## config.mk

```make
export PLATFORM = sky130hd
export DESIGN_NAME = iltype_instr_decoder
export DESIGN_NICKNAME = d
export VERILOG_FILES = /design/src/rtl/iltype_pkg.sv /design/src/rtl/iltype_skid_buffer.sv /design/src/rtl/iltype_instr_decoder.sv
export SDC_FILE = /design/constraint.sdc
export NUM_CORES = 1
export LEC_CHECK = 0
export BUFFER_PORTS_ARGS = -buffer_cell sky130_fd_sc_hd__buf_4
export CORE_MARGIN = 1.5
export CORE_UTILIZATION = 53
export CTS_CLUSTER_SIZE = 40
export DETAILED_ROUTE_END_ITERATION = 12
export PLACE_DENSITY = 0.77
export REMOVE_ABC_BUFFERS = 1
export SYNTH_ARGS = -nofsm -noshare
export SYNTH_HDL_FRONTEND = slang
export SYNTH_SLANG_ARGS = --single-unit
```

## constraint.sdc

```tcl
create_clock -name clk -period 2.7 [get_ports clk]
set_clock_uncertainty 0.15 [all_clocks]
set_input_delay 0.27 -clock clk [delete_from_list [all_inputs] [get_ports clk]]
set_output_delay 0.27 -clock clk [all_outputs]
set_load 0.03 [all_outputs]
```

## src/rtl/iltype_pkg.sv

```systemverilog
// Shared opcodes, funct3 values, record kinds and the decoded-record layout for the I-type
// decoder slice.
package iltype_pkg;

  localparam logic [6:0] OPC_OP_IMM = 7'b0010011;
  localparam logic [6:0] OPC_LOAD   = 7'b0000011;

  localparam logic [2:0] F3_SLLI = 3'd1;
  localparam logic [2:0] F3_SRXI = 3'd5;
  localparam logic [2:0] F3_LB   = 3'd0;
  localparam logic [2:0] F3_LH   = 3'd1;
  localparam logic [2:0] F3_LW   = 3'd2;
  localparam logic [2:0] F3_LBU  = 3'd4;
  localparam logic [2:0] F3_LHU  = 3'd5;

  localparam logic [31:0] NOP_WORD = 32'h00000013;

  typedef enum logic [1:0] {
    KIND_ALU_IMM = 2'd0,
    KIND_LOAD    = 2'd1,
    KIND_ILLEGAL = 2'd2
  } kind_e;

  // The immediate travels as its raw 12 bits and is sign-extended on the way out.
  typedef struct packed {
    kind_e       kind;
    logic [2:0]  funct3;
    logic [4:0]  rd;
    logic [4:0]  rs1;
    logic [11:0] imm;
  } rec_t;

  localparam int unsigned REC_W = $bits(rec_t);

endpackage

```

## src/rtl/iltype_skid_buffer.sv

```systemverilog
// Two-entry valid/ready FIFO buffer with a registered in_ready that never looks at out_ready.
module iltype_skid_buffer #(
  parameter int unsigned WIDTH = 8
) (
  input  logic             clk,
  input  logic             reset_n,
  input  logic             in_valid,
  output logic             in_ready,
  input  logic [WIDTH-1:0] in_data,
  output logic             out_valid,
  input  logic             out_ready,
  output logic [WIDTH-1:0] out_data
);

  logic [WIDTH-1:0] slot0_q, slot1_q;
  logic             wr_ptr_q, rd_ptr_q;
  logic [1:0]       count_q, count_d;
  logic             in_ready_q;
  logic             push, pop;

  assign push      = in_valid && in_ready_q;
  assign out_valid = (count_q != 2'd0);
  assign pop       = out_valid && out_ready;
  assign in_ready  = in_ready_q;
  assign out_data  = rd_ptr_q ? slot1_q : slot0_q;

  always_comb begin
    count_d = count_q;
    unique case ({push, pop})
      2'b10:   count_d = count_q + 2'd1;
      2'b01:   count_d = count_q - 2'd1;
      default: count_d = count_q;
    endcase
  end

  always_ff @(posedge clk or negedge reset_n) begin
    if (!reset_n) begin
      slot0_q    <= '0;
      slot1_q    <= '0;
      wr_ptr_q   <= 1'b0;
      rd_ptr_q   <= 1'b0;
      count_q    <= 2'd0;
      in_ready_q <= 1'b1;
    end else begin
      if (push) begin
        if (wr_ptr_q) slot1_q <= in_data;
        else          slot0_q <= in_data;
        wr_ptr_q <= ~wr_ptr_q;
      end
      if (pop) rd_ptr_q <= ~rd_ptr_q;
      count_q    <= count_d;
      in_ready_q <= (count_d < 2'd2);
    end
  end

endmodule

```

## src/rtl/iltype_instr_decoder.sv

```systemverilog
// I-type ALU/load decoder with a 2-entry output buffer, per-kind retire counters and sticky error.
// Optional ILTYPE_NOP_FILTER_EN drops canonical NOPs at the input and counts them on cnt_nop.
module iltype_instr_decoder
  import iltype_pkg::*;
#(
  parameter int unsigned WORD_SIZE = 32,
  parameter int unsigned CNT_W     = 16
) (
  input  logic                 clk,
  input  logic                 reset_n,
  input  logic                 in_valid,
  output logic                 in_ready,
  input  logic [WORD_SIZE-1:0] in_instr,
  output logic                 out_valid,
  input  logic                 out_ready,
  output logic [1:0]           out_kind,
  output logic [2:0]           out_funct3,
  output logic [4:0]           out_rd,
  output logic [4:0]           out_rs1,
  output logic [WORD_SIZE-1:0] out_imm,
  input  logic                 cnt_clr,
  output logic [CNT_W-1:0]     cnt_alu,
  output logic [CNT_W-1:0]     cnt_load,
  output logic [CNT_W-1:0]     cnt_illegal,
`ifdef ILTYPE_NOP_FILTER_EN
  output logic [CNT_W-1:0]     cnt_nop,
`endif
  output logic                 err_sticky
);

  function automatic rec_t decode_word(input logic [31:0] instr);
    rec_t       r;
    logic [6:0] hi;
    r.funct3 = instr[14:12];
    r.rd     = instr[11:7];
    r.rs1    = instr[19:15];
    r.imm    = instr[31:20];
    r.kind   = KIND_ILLEGAL;
    hi       = instr[31:25];
    case (instr[6:0])
      OPC_OP_IMM: begin
        r.kind = KIND_ALU_IMM;
        if (r.funct3 == F3_SLLI && hi != 7'h00) r.kind = KIND_ILLEGAL;
        if (r.funct3 == F3_SRXI && hi != 7'h00 && hi != 7'h20) r.kind = KIND_ILLEGAL;
      end
      OPC_LOAD: begin
        case (r.funct3)
          F3_LB, F3_LH, F3_LW, F3_LBU, F3_LHU: r.kind = KIND_LOAD;
          default:                             r.kind = KIND_ILLEGAL;
        endcase
      end
      default: r.kind = KIND_ILLEGAL;
    endcase
    return r;
  endfunction

  rec_t in_rec, out_rec;
  logic buf_in_valid;
  logic fire;

  assign in_rec = decode_word(in_instr[31:0]);

`ifdef ILTYPE_NOP_FILTER_EN
  logic             is_nop;
  logic [CNT_W-1:0] cnt_nop_q;

  // NOPs are consumed under the normal handshake but never written into the buffer.
  assign is_nop       = (in_instr[31:0] == NOP_WORD);
  assign buf_in_valid = in_valid && !is_nop;
  assign cnt_nop      = cnt_nop_q;

  always_ff @(posedge clk or negedge reset_n) begin
    if (!reset_n) begin
      cnt_nop_q <= '0;
    end else if (cnt_clr) begin
      cnt_nop_q <= '0;
    end else if (in_valid && in_ready && is_nop && cnt_nop_q != {CNT_W{1'b1}}) begin
      cnt_nop_q <= cnt_nop_q + 1'b1;
    end
  end
`else
  assign buf_in_valid = in_valid;
`endif

  iltype_skid_buffer #(
    .WIDTH (REC_W)
  ) u_skid (
    .clk       (clk),
    .reset_n   (reset_n),
    .in_valid  (buf_in_valid),
    .in_ready  (in_ready),
    .in_data   (in_rec),
    .out_valid (out_valid),
    .out_ready (out_ready),
    .out_data  (out_rec)
  );

  assign fire       = out_valid && out_ready;
  assign out_kind   = out_rec.kind;
  assign out_funct3 = out_rec.funct3;
  assign out_rd     = out_rec.rd;
  assign out_rs1    = out_rec.rs1;
  assign out_imm    = {{(WORD_SIZE - 12){out_rec.imm[11]}}, out_rec.imm};

  logic [CNT_W-1:0] cnt_alu_q, cnt_load_q, cnt_illegal_q;
  logic             err_q;

  // Clear wins over a same-cycle fire; that fire goes uncounted.
  always_ff @(posedge clk or negedge reset_n) begin
    if (!reset_n) begin
      cnt_alu_q     <= '0;
      cnt_load_q    <= '0;
      cnt_illegal_q <= '0;
      err_q         <= 1'b0;
    end else if (cnt_clr) begin
      cnt_alu_q     <= '0;
      cnt_load_q    <= '0;
      cnt_illegal_q <= '0;
      err_q         <= 1'b0;
    end else if (fire) begin
      unique case (out_rec.kind)
        KIND_ALU_IMM: if (cnt_alu_q != {CNT_W{1'b1}}) cnt_alu_q <= cnt_alu_q + 1'b1;
        KIND_LOAD:    if (cnt_load_q != {CNT_W{1'b1}}) cnt_load_q <= cnt_load_q + 1'b1;
        KIND_ILLEGAL: begin
          if (cnt_illegal_q != {CNT_W{1'b1}}) cnt_illegal_q <= cnt_illegal_q + 1'b1;
          err_q <= 1'b1;
        end
        default: ;
      endcase
    end
  end

  assign cnt_alu     = cnt_alu_q;
  assign cnt_load    = cnt_load_q;
  assign cnt_illegal = cnt_illegal_q;
  assign err_sticky  = err_q;

endmodule

```

==> results of run 1 <==
[how the worst max path moves through the flow]
stage	slack [ps]	startpoint	endpoint
3_3_place_gp	460	u_skid.rd_ptr_q$_DFFE_PN0P_	cnt_alu[11]$_DFFE_PN0P_
2_1_floorplan	-1110	u_skid.rd_ptr_q$_DFFE_PN0P_	out_imm[11]
4_1_cts	310	u_skid.rd_ptr_q$_DFFE_PN0P_	out_imm[13]
5_1_grt	230	u_skid.rd_ptr_q$_DFFE_PN0P_	out_imm[29]
3_5_place_dp	380	u_skid.rd_ptr_q$_DFFE_PN0P_	cnt_alu[13]$_DFFE_PN0P_
6_report	320	u_skid.rd_ptr_q$_DFFE_PN0P_	out_imm[29]
[final cells by class]
cell class	instances	area, um^2	share of cell area (%)
flip-flops and latches	108	2700	39.8
multi-input cells	326	2390	35.1
repair buffers	164	1300	19.2
well taps	133	166	2.45
clock buffers	9	124	1.82
clock inverters	7	73.8	1.09
inverters	10	37.5	0.552
[power groups by stage]
stage	clock [mW]	combinational [mW]	sequential, mW
3_5_place_dp	0	3.60	2.39
3_3_place_gp	0	3.52	2.34
4_1_cts	1.02	3.64	2.36
6_report	0.998	3.63	2.36
5_1_grt	1.08	3.82	2.42
2_1_floorplan	0	2.15	2.43
[critical path: stages, from the launching register on]
cell and delay, ps:
dfrtp_1 430, buf_4 380, mux2_2 540, buf_4 230
[registers in the layout (all words and copies together) (netlist names)]
signal           count
cnt_alu             16
cnt_illegal         16
cnt_load            16
err_sticky           1
u_skid.count_q       2
u_skid.in_ready      1
u_skid.rd_ptr_q      1
u_skid.slot0_q      27
u_skid.slot1_q      27
u_skid.wr_ptr_q      1
[cells by family after synthesis]
kind of cell	synth area share, %
compound gates	4.96
flops	50.4
buf+inv	5.10
fa+ha+maj	0.932
mux	16.4
xor+xnor	6.36
simple gates	15.9
[placed cells by master, fill, tap and decap left out, types with 3 or more instances in the layout]
cell,count
nand3_1,18
o21ai_0,12
nand2_1,27
nor4_1,16
mux2_2,76
and4_1,5
xnor2_1,37
dfrtp_1,107
or2_2,4
buf_4,139
nor3_1,14
a21oi_1,8
inv_1,9
nor2_1,48
ha_1,4
clkbuf_8,9
a211oi_1,8
or4_1,4
dlygate4sd3_1,24
nand2b_1,3
or3_1,5
nand4_1,10
[metrics by stage]
stage,instances,TNS (ps),total power [mW]
2_1_floorplan,444,-24010,4.58
4_1_cts,757,0,7.02
3_3_place_gp,717,0,5.86
5_1_grt,757,0,7.33
3_5_place_dp,717,0,5.99
6_report,757,0,6.99
[timing repair]
| action | in CTS | in global routing |
|---|---|---|
| hold buffers | 24 | 0 |
| setup endpoints to repair | 0 | 0 |
| endpoints found under the hold margin | 92 | 0 |
[routing by layer]
metal	routed length, um	GRT usage [%]	vias to the layer above
met5	0	0	-
met1	5030	27.3	2042
met3	688	5.16	11
met2	6030	39.4	99
met4	131	7.54	0
li1	-	-	1965
==> impl_metrics.py, run 1 <==
metrics = {
    "logic_synthesis": {
        "synthTopCellsByCount": "dfrtp_1, mux2_2, nor2_1",
        "ys.flop_type": "dfrtp_1",
        "synth.distinct_cells": 47,
        "synth_edf_count": 0,
        "synth_cells": 486,
        "ys_ff_latch": 108,
        "synthArstFlopShare_pct": 100,
        "syn_avg_cell_area_um2": 11.0,
        "ys_seq_area_share_pct": 50.4,
        "synth_top_area_share_pct": 49.9,
        "synthTopCellsByArea": "dfrtp_1, mux2_2, xnor2_1",
        "synth.most_common_cell": "dfrtp_1",
        "synth_top_area_cell": "dfrtp_1",
        "syn_area_um2": 5370,
        "yosysWarnings": 0,
    },
    "floorplan": {
        "initial_core_util_pct": 54.7,
        "rows": 36,
        "die_area_um2": 10700,
        "io_pins": 135,
        "core-area_um2": 9820,
        "die_x_um": 104,
        "die_y_um": 104,
    },
    "placement": {
        "place_area_um2": 6360,
        "place_ws_ps": 382,
        "io_buffers": 134,
        "hpwl_um": 8180,
        "routabilityCongestion": 0.788,
    },
    "clock_tree": {
        "clock_path_buffers": 2,
        "clockRootBuffer": "clkbuf_8",
        "clkSinkCount": 108,
        "htree_levels": 3,
        "cts.repair.resized": 0,
        "cts_buffers": 9,
        "post-cts-setup-buffers": 0,
        "insertion_delay_ps": 370,
        "clk_pin_slew_ps": 110,
        "cts_tree": "built",
    },
    "detailed_routing": {
        "dr.pass1.iters": 4,
        "drtIter0Drc": 115,
        "num_vias": 4117,
        "wl_per_cell_um": 15.7,
        "drc": 0,
        "totalWireLength_um": 11900,
        "vias_per_cell": 5.44,
        "final_antenna_net_count": 0,
    },
    "sta": {
        "hold_viol": 0,
        "fmax_ghz": 0.420,
        "rsz0062_at_grt": "false",
        "setup_viol": 0,
        "finalCritPeriodShare_pct": 88.1,
        "timing.final.max_slew_violations": 0,
        "fin_crit_ps": 2380,
        "worst_slew_margin_rel_pct": 47.3,
        "worst-slew-pin-transition_ps": 785,
        "postLayoutSetupSlackWorst_ps": 320,
        "hold_ws_ps": 20.5,
    },
    "grt": {
        "grt_max_degree": 62,
        "grt_pass1_vias": 4130,
        "antenna_found_initial": 0,
        "grt_usage_pct": 22.5,
        "grt.overflow.total": 0,
        "grt_pass1_wl_um": 19700,
    },
    "setup_path": {
        "worstPathArrival_ps": 1960,
        "rr_worst_depth": 6,
        "r2r-start": "u_skid.rd_ptr_q$_DFFE_PN0P_",
        "worstSetupPathType": "flop to output pin",
        "critPathLaunchType": "flop",
        "end_kind": "output pin",
        "worst_ep_required_time_ps": 2280,
        "worstPathMaxFanout": 27,
        "reg2reg_slack_ps": 360,
        "rr_endpoint": "cnt_alu[13]$_DFFE_PN0P_",
    },
    "status": {
        "status": "completed",
    },
    "power_and_ir_drop": {
        "comb_power_share_pct": 51.9,
        "power.share.clock_pct": 14.3,
        "peakVddDrop_v": 0.000806,
        "power.leakage_nw": 2.97,
        "switching_share_pct": 41.9,
        "p_per_area_nw_per_um2": 1030,
        "p_int_mw": 4.06,
        "power_switching_mw": 2.93,
        "pwr-share-seq_pct": 33.8,
    },
    "cells_and_area": {
        "nets": 660,
        "post-route-util_pct": 69.2,
        "num_antenna_cells": 0,
        "drive_gt1_share_pct": 39.4,
        "final_area_um2": 6800,
        "syn_to_final_growth_pct": 26.7,
        "fillers": 727,
    },
    "run": {
        "drv_cap": 0,
    },
    "min_path": {
        "min_to": "u_skid.slot0_q[23]$_DFFE_PN0P_",
        "worstHoldStart": "in_instr[13]",
        "hold_path_depth": 2,
        "hold_path_class": "input port to flop",
    },
}
(Power assumes the default switching activity.)
==> run 2: changes to the inputs <==
CORE_UTILIZATION = 50   (was 53)
PLACE_DENSITY = 0.73   (was 0.77)
==> run 2 against run 1 <==
Compared with the run above:
- routed wire length down 1.2%
- hold slack worse by 8.1 ps
- combinational power about the same
- largest cell class unchanged
- critical path type is now flop to flop
==> impl_metrics.py, run 2 (same netlist as run 1, synthesis figures left out) <==
metrics = {
    "cells_and_area": {
        "syn_to_final_growth_pct": 27.9,
        "final_common_cell": "buf_4",
        "final_area_um2": 6860,
        "post-route-util_pct": 66.2,
        "num_antenna_cells": 0,
        "nets": 662,
        "drive_gt1_share_pct": 39.6,
        "final_cell_mix": "buf_4, dfrtp_1, mux2_2",
        "reg.largest.list": "u_skid.slot0_q (27), u_skid.slot1_q (27)",
    },
    "clock_tree": {
        "clock_path_buffers": 2,
        "insertion_delay_ps": 370,
        "post-cts-setup-buffers": 0,
        "clkSinkCount": 108,
        "clk_pin_slew_ps": 100,
        "clockRootBuffer": "clkbuf_8",
        "htree_levels": 3,
        "cts_tree": "built",
        "cts_buffers": 9,
    },
    "sta": {
        "worst_slew_margin_rel_pct": 51.0,
        "worst-slew-pin-transition_ps": 732,
        "finalCritPeriodShare_pct": 87.2,
        "fin_crit_ps": 2350,
        "fmax_ghz": 0.425,
        "setup_tns_ps": 0,
        "hold_ws_ps": 12.3,
        "hold_viol": 0,
        "setup_viol": 0,
        "timing.final.max_slew_violations": 0,
        "rsz0062_at_grt": "false",
    },
    "power_and_ir_drop": {
        "power.leakage_nw": 3.01,
        "peakVddDrop_v": 0.000886,
        "p_per_area_nw_per_um2": 1040,
        "p_total_mw": 7.15,
    },
    "setup_path": {
        "critPathLaunchType": "flop",
        "worstPathArrival_ps": 2460,
        "worstSetupPathType": "flop to flop",
        "worst_ep_required_time_ps": 2810,
        "worstPathMaxFanout": 6,
        "end_kind": "flop",
    },
    "detailed_routing": {
        "wl_per_cell_um": 15.4,
        "drc": 0,
        "vias_per_cell": 5.37,
        "final_antenna_net_count": 0,
        "drtIter0Drc": 239,
        "dr.pass1.iters": 4,
        "num_vias": 4090,
        "totalWireLength_um": 11700,
    },
    "placement": {
        "io_buffers": 134,
        "routabilityCongestion": 0.825,
        "hpwl_um": 8120,
        "place_area_um2": 6380,
    },
    "grt": {
        "grt.overflow.total": 0,
        "grt_max_degree": 94,
        "grt_pass1_vias": 4018,
        "antenna_found_initial": 0,
        "grt_usage_pct": 21.1,
        "grt_pass1_wl_um": 19200,
    },
    "status": {
        "status": "completed",
    },
    "floorplan": {
        "core-area_um2": 10400,
        "die_x_um": 107,
        "die_y_um": 107,
        "io_pins": 135,
        "rows": 37,
        "initial_core_util_pct": 51.8,
        "die_area_um2": 11400,
    },
    "run": {
        "drv_cap": 0,
    },
    "min_path": {
        "hold_path_class": "input port to flop",
    },
}
run 2: area by class of cell:
cell class              count  area (um^2)
fillers                   836         3510
flip-flops and latches    108         2700
multi-input cells         326         2390
repair buffers            166         1320
well taps                 136          170
clock buffers               9          124
clock inverters             7          120
inverters                  10         37.5
run 2: repair_timing:
| action | CTS | global route |
|---|---|---|
| resized for setup | 0 | 0 |
| endpoints found under the hold margin | 80 | 0 |
| hold buffers | 24 | 0 |
run 2: through the flow:
step           cells  setup WS, ps
3_5_place_dp     722           332
2_1_floorplan    444         -1110
6_report         762           345
3_3_place_gp     722           448
4_1_cts          762           326
5_1_grt          762           192
run 2: final timing paths:
check | startpoint | end | slack [ps] | cells after the start
worst min-delay path | in_instr[12] | u_skid.slot0_q[22]$_DFFE_PN0P_ | 10 | 2
worst min register to register | u_skid.slot1_q[24]$_DFFE_PN0P_ | u_skid.slot1_q[24]$_DFFE_PN0P_ | 350 | 2
min in group asynchronous | reset_n | cnt_alu[13]$_DFFE_PN0P_ | 150 | 2
worst max register to register | u_skid.rd_ptr_q$_DFFE_PN0P_ | cnt_alu[13]$_DFFE_PN0P_ | 350 | 6
worst max-delay path | u_skid.rd_ptr_q$_DFFE_PN0P_ | cnt_alu[13]$_DFFE_PN0P_ | 350 | 6
max in group asynchronous | reset_n | u_skid.in_ready$_DFF_PN1_ | 1500 | 3
run 2: critical path, cell delays in order (launching register included):
cell and delay [ps]:
dfrtp_1 430, mux2i_2 310, inv_2 80, or4_1 640, nor4_1 410, xnor2_1 170
nor2_1 50
run 2: where the power goes:
group / switching, mW / internal, mW / leakage (nW) / total [mW]
Sequential: 0.262 / 2.09 / 1.38 / 2.35
Clock: 0.572 / 0.621 / 0.120 / 1.19
Combinational: 2.06 / 1.54 / 1.50 / 3.60
run 2: metal layers:
metal / track usage [%] / wire length, um / share of wire, %
met3: 6.02 / 811 / 6.9
met2: 35.0 / 5740 / 49
met1: 27.2 / 5080 / 43
met4: 5.90 / 110 / 0.94
met5: 0 / 0 / 0
==> run 3: changes to the inputs <==
PLACE_DENSITY = 0.76   (was 0.73)
SLEW_MARGIN = 20   (was not set)
==> run 3 against run 2 <==
Compared with the run above:
- sequential share of layout area is 0.27 points higher
- via count increased by 0.56%
- sequential power barely moved
- clock power fell by 8%
- routed wire length rose by 1.3%
- first-iteration DRC count shrank 38%
- critical path depth did not move
- register-to-register slack got worse by 30 ps
- design area fell by 0.69%
- clock-buffer cell count unchanged
- hold slack better by 8.6 ps
- setup slack worse by 26 ps
- critical endpoint unchanged
- highest routed layer unchanged
==> impl_metrics.py, run 3 (same netlist as run 1, synthesis figures left out) <==
metrics = {
    "cells_and_area": {
        "final_area_um2": 6820,
        "fillers": 844,
        "drive_gt1_share_pct": 39.5,
        "final_cell_mix": "buf_4, dfrtp_1, mux2_2",
        "multi_input_area_um2": 2390,
        "regArea_um2": 2700,
        "fin_cells": 759,
        "nets": 659,
        "reg.largest.list": "u_skid.slot0_q (27), u_skid.slot1_q (27)",
        "num_antenna_cells": 0,
        "final_common_cell": "buf_4",
        "post-route-util_pct": 65.7,
        "syn_to_final_growth_pct": 27.0,
    },
    "detailed_routing": {
        "met3WireLength_um": 712,
        "wl_per_cell_um": 15.7,
        "dr.pass1.iters": 4,
        "drc": 0,
        "m1WireLength_um": 5170,
        "totalWireLength_um": 11900,
        "drtIter0Drc": 149,
        "top_layer": "met4",
        "num_vias": 4113,
        "wl_met2_um": 5880,
        "final_antenna_net_count": 0,
        "vias_per_cell": 5.42,
    },
    "grt": {
        "grt_usage_pct": 21.3,
        "grt.overflow.total": 0,
        "grt_pass1_vias": 4075,
        "grt_max_degree": 72,
        "grt_pass1_wl_um": 19500,
        "antenna_found_initial": 0,
    },
    "setup_path": {
        "end_kind": "flop",
        "crit_chain": "mux2i_2 > inv_2 > or4_1 > nor4_1 > xnor2_1 > nor2_1",
        "critPathBufInv": 1,
        "cpMaxStageDelayCell": "or4_1",
        "reg2reg_slack_ps": 320,
        "critPathLaunchType": "flop",
        "worst_ep_required_time_ps": 2800,
        "r2r-start": "u_skid.rd_ptr_q$_DFFE_PN0P_",
        "worstPathMaxFanout": 6,
        "cpPeakStageDelay_ps": 640,
        "worstPathArrival_ps": 2480,
        "critPathLaunch": "u_skid.rd_ptr_q$_DFFE_PN0P_",
        "critical-path-top-delay-family": "simple AND/OR/NAND/NOR gates",
        "worstSetupPathType": "flop to flop",
    },
    "placement": {
        "place_area_um2": 6360,
        "place_ws_ps": 310,
        "io_buffers": 134,
        "routabilityCongestion": 0.817,
        "hpwl_um": 8180,
        "place_inst": 720,
    },
    "clock_tree": {
        "post-cts-setup-buffers": 0,
        "clockRootBuffer": "clkbuf_8",
        "cts_buffers": 9,
        "clock_path_buffers": 2,
        "insertion_delay_ps": 360,
        "htree_levels": 3,
        "clk_pin_slew_ps": 100,
        "clkSinkCount": 108,
        "cts_tree": "built",
    },
    "power_and_ir_drop": {
        "pwr-share-seq_pct": 33.4,
        "power.share.clock_pct": 15.4,
        "power.leakage_nw": 2.98,
        "p_int_mw": 4.15,
        "switching_share_pct": 41.2,
        "p_per_area_nw_per_um2": 1040,
        "peakVddDrop_v": 0.000759,
        "comb_power_share_pct": 51.2,
        "power_switching_mw": 2.91,
    },
    "sta": {
        "worst_slew_margin_rel_pct": 48.0,
        "setup_viol": 0,
        "finalCritPeriodShare_pct": 88.2,
        "fmax_ghz": 0.420,
        "fin_crit_ps": 2380,
        "postLayoutSetupSlackWorst_ps": 319,
        "worst-slew-pin-transition_ps": 774,
        "rsz0062_at_grt": "false",
        "hold_viol": 0,
        "timing.final.max_slew_violations": 0,
    },
    "floorplan": {
        "die_area_um2": 11400,
        "rows": 37,
        "core-area_um2": 10400,
        "die_y_um": 107,
        "initial_core_util_pct": 51.8,
        "io_pins": 135,
        "die_x_um": 107,
    },
    "run": {
        "drv_cap": 0,
    },
    "min_path": {
        "worstHoldStart": "in_instr[13]",
        "hold_path_class": "input port to flop",
    },
    "status": {
        "status": "completed",
    },
}
## run 3: final cells by class
cell class | count | share of cell area (%)
repair buffers | 163 | 19.0
inverters | 10 | 0.551
flip-flops and latches | 108 | 39.7
well taps | 136 | 2.50
clock inverters | 7 | 1.43
clock buffers | 9 | 1.82
multi-input cells | 326 | 35.1
## run 3: repair_timing
item / CTS / global route
endpoints found under the hold margin: 79 / 0
hold buffers: 23 / 0
gates resized for setup: 0 / 0
setup endpoints to repair: 0 / 0
## run 3: worst reg2reg max path, stage by stage, from the launching register on
cell     delay [ps]
dfrtp_1         430
mux2i_2         320
inv_2            90
or4_1           640
nor4_1          410
xnor2_1         170
nor2_1           70
## run 3: power by group through the flow
| stage | Combinational (mW) | Sequential (mW) | Clock, mW |
|---|---|---|---|
| floorplan | 2.15 | 2.43 | 0 |
| global route | 3.82 | 2.42 | 1.18 |
| finish | 3.61 | 2.36 | 1.09 |
| CTS | 3.63 | 2.35 | 1.13 |
| detailed placement | 3.59 | 2.39 | 0 |
| global placement | 3.53 | 2.34 | 0 |
## run 3: layer usage
| layer | vias up | global-route usage [%] |
|---|---|---|
| met5 | - | 0 |
| met1 | 2023 | 27.9 |
| met3 | 12 | 5.11 |
| met4 | 0 | 6.67 |
| met2 | 113 | 35.2 |
| li1 | 1965 | - |
## run 3: metrics by stage
stage,total power [mW],TNS (ps),hold slack (ps)
floorplan,4.58,-24010,-176
CTS,7.11,0,1.51
global route,7.42,0,6.78
global placement,5.87,0,123
finish,7.06,0,21.0
detailed placement,5.98,0,132
## run 3: worst paths after layout
path / cells past startpoint / endpoint
min: 2 / u_skid.slot0_q[23]$_DFFE_PN0P_
max reg2reg: 6 / cnt_alu[13]$_DFFE_PN0P_
max in group asynchronous: 3 / u_skid.slot1_q[13]$_DFFE_PN0P_
min reg2reg: 2 / u_skid.slot0_q[24]$_DFFE_PN0P_
min in group asynchronous: 2 / cnt_illegal[14]$_DFFE_PN0P_
max: 6 / cnt_alu[13]$_DFFE_PN0P_
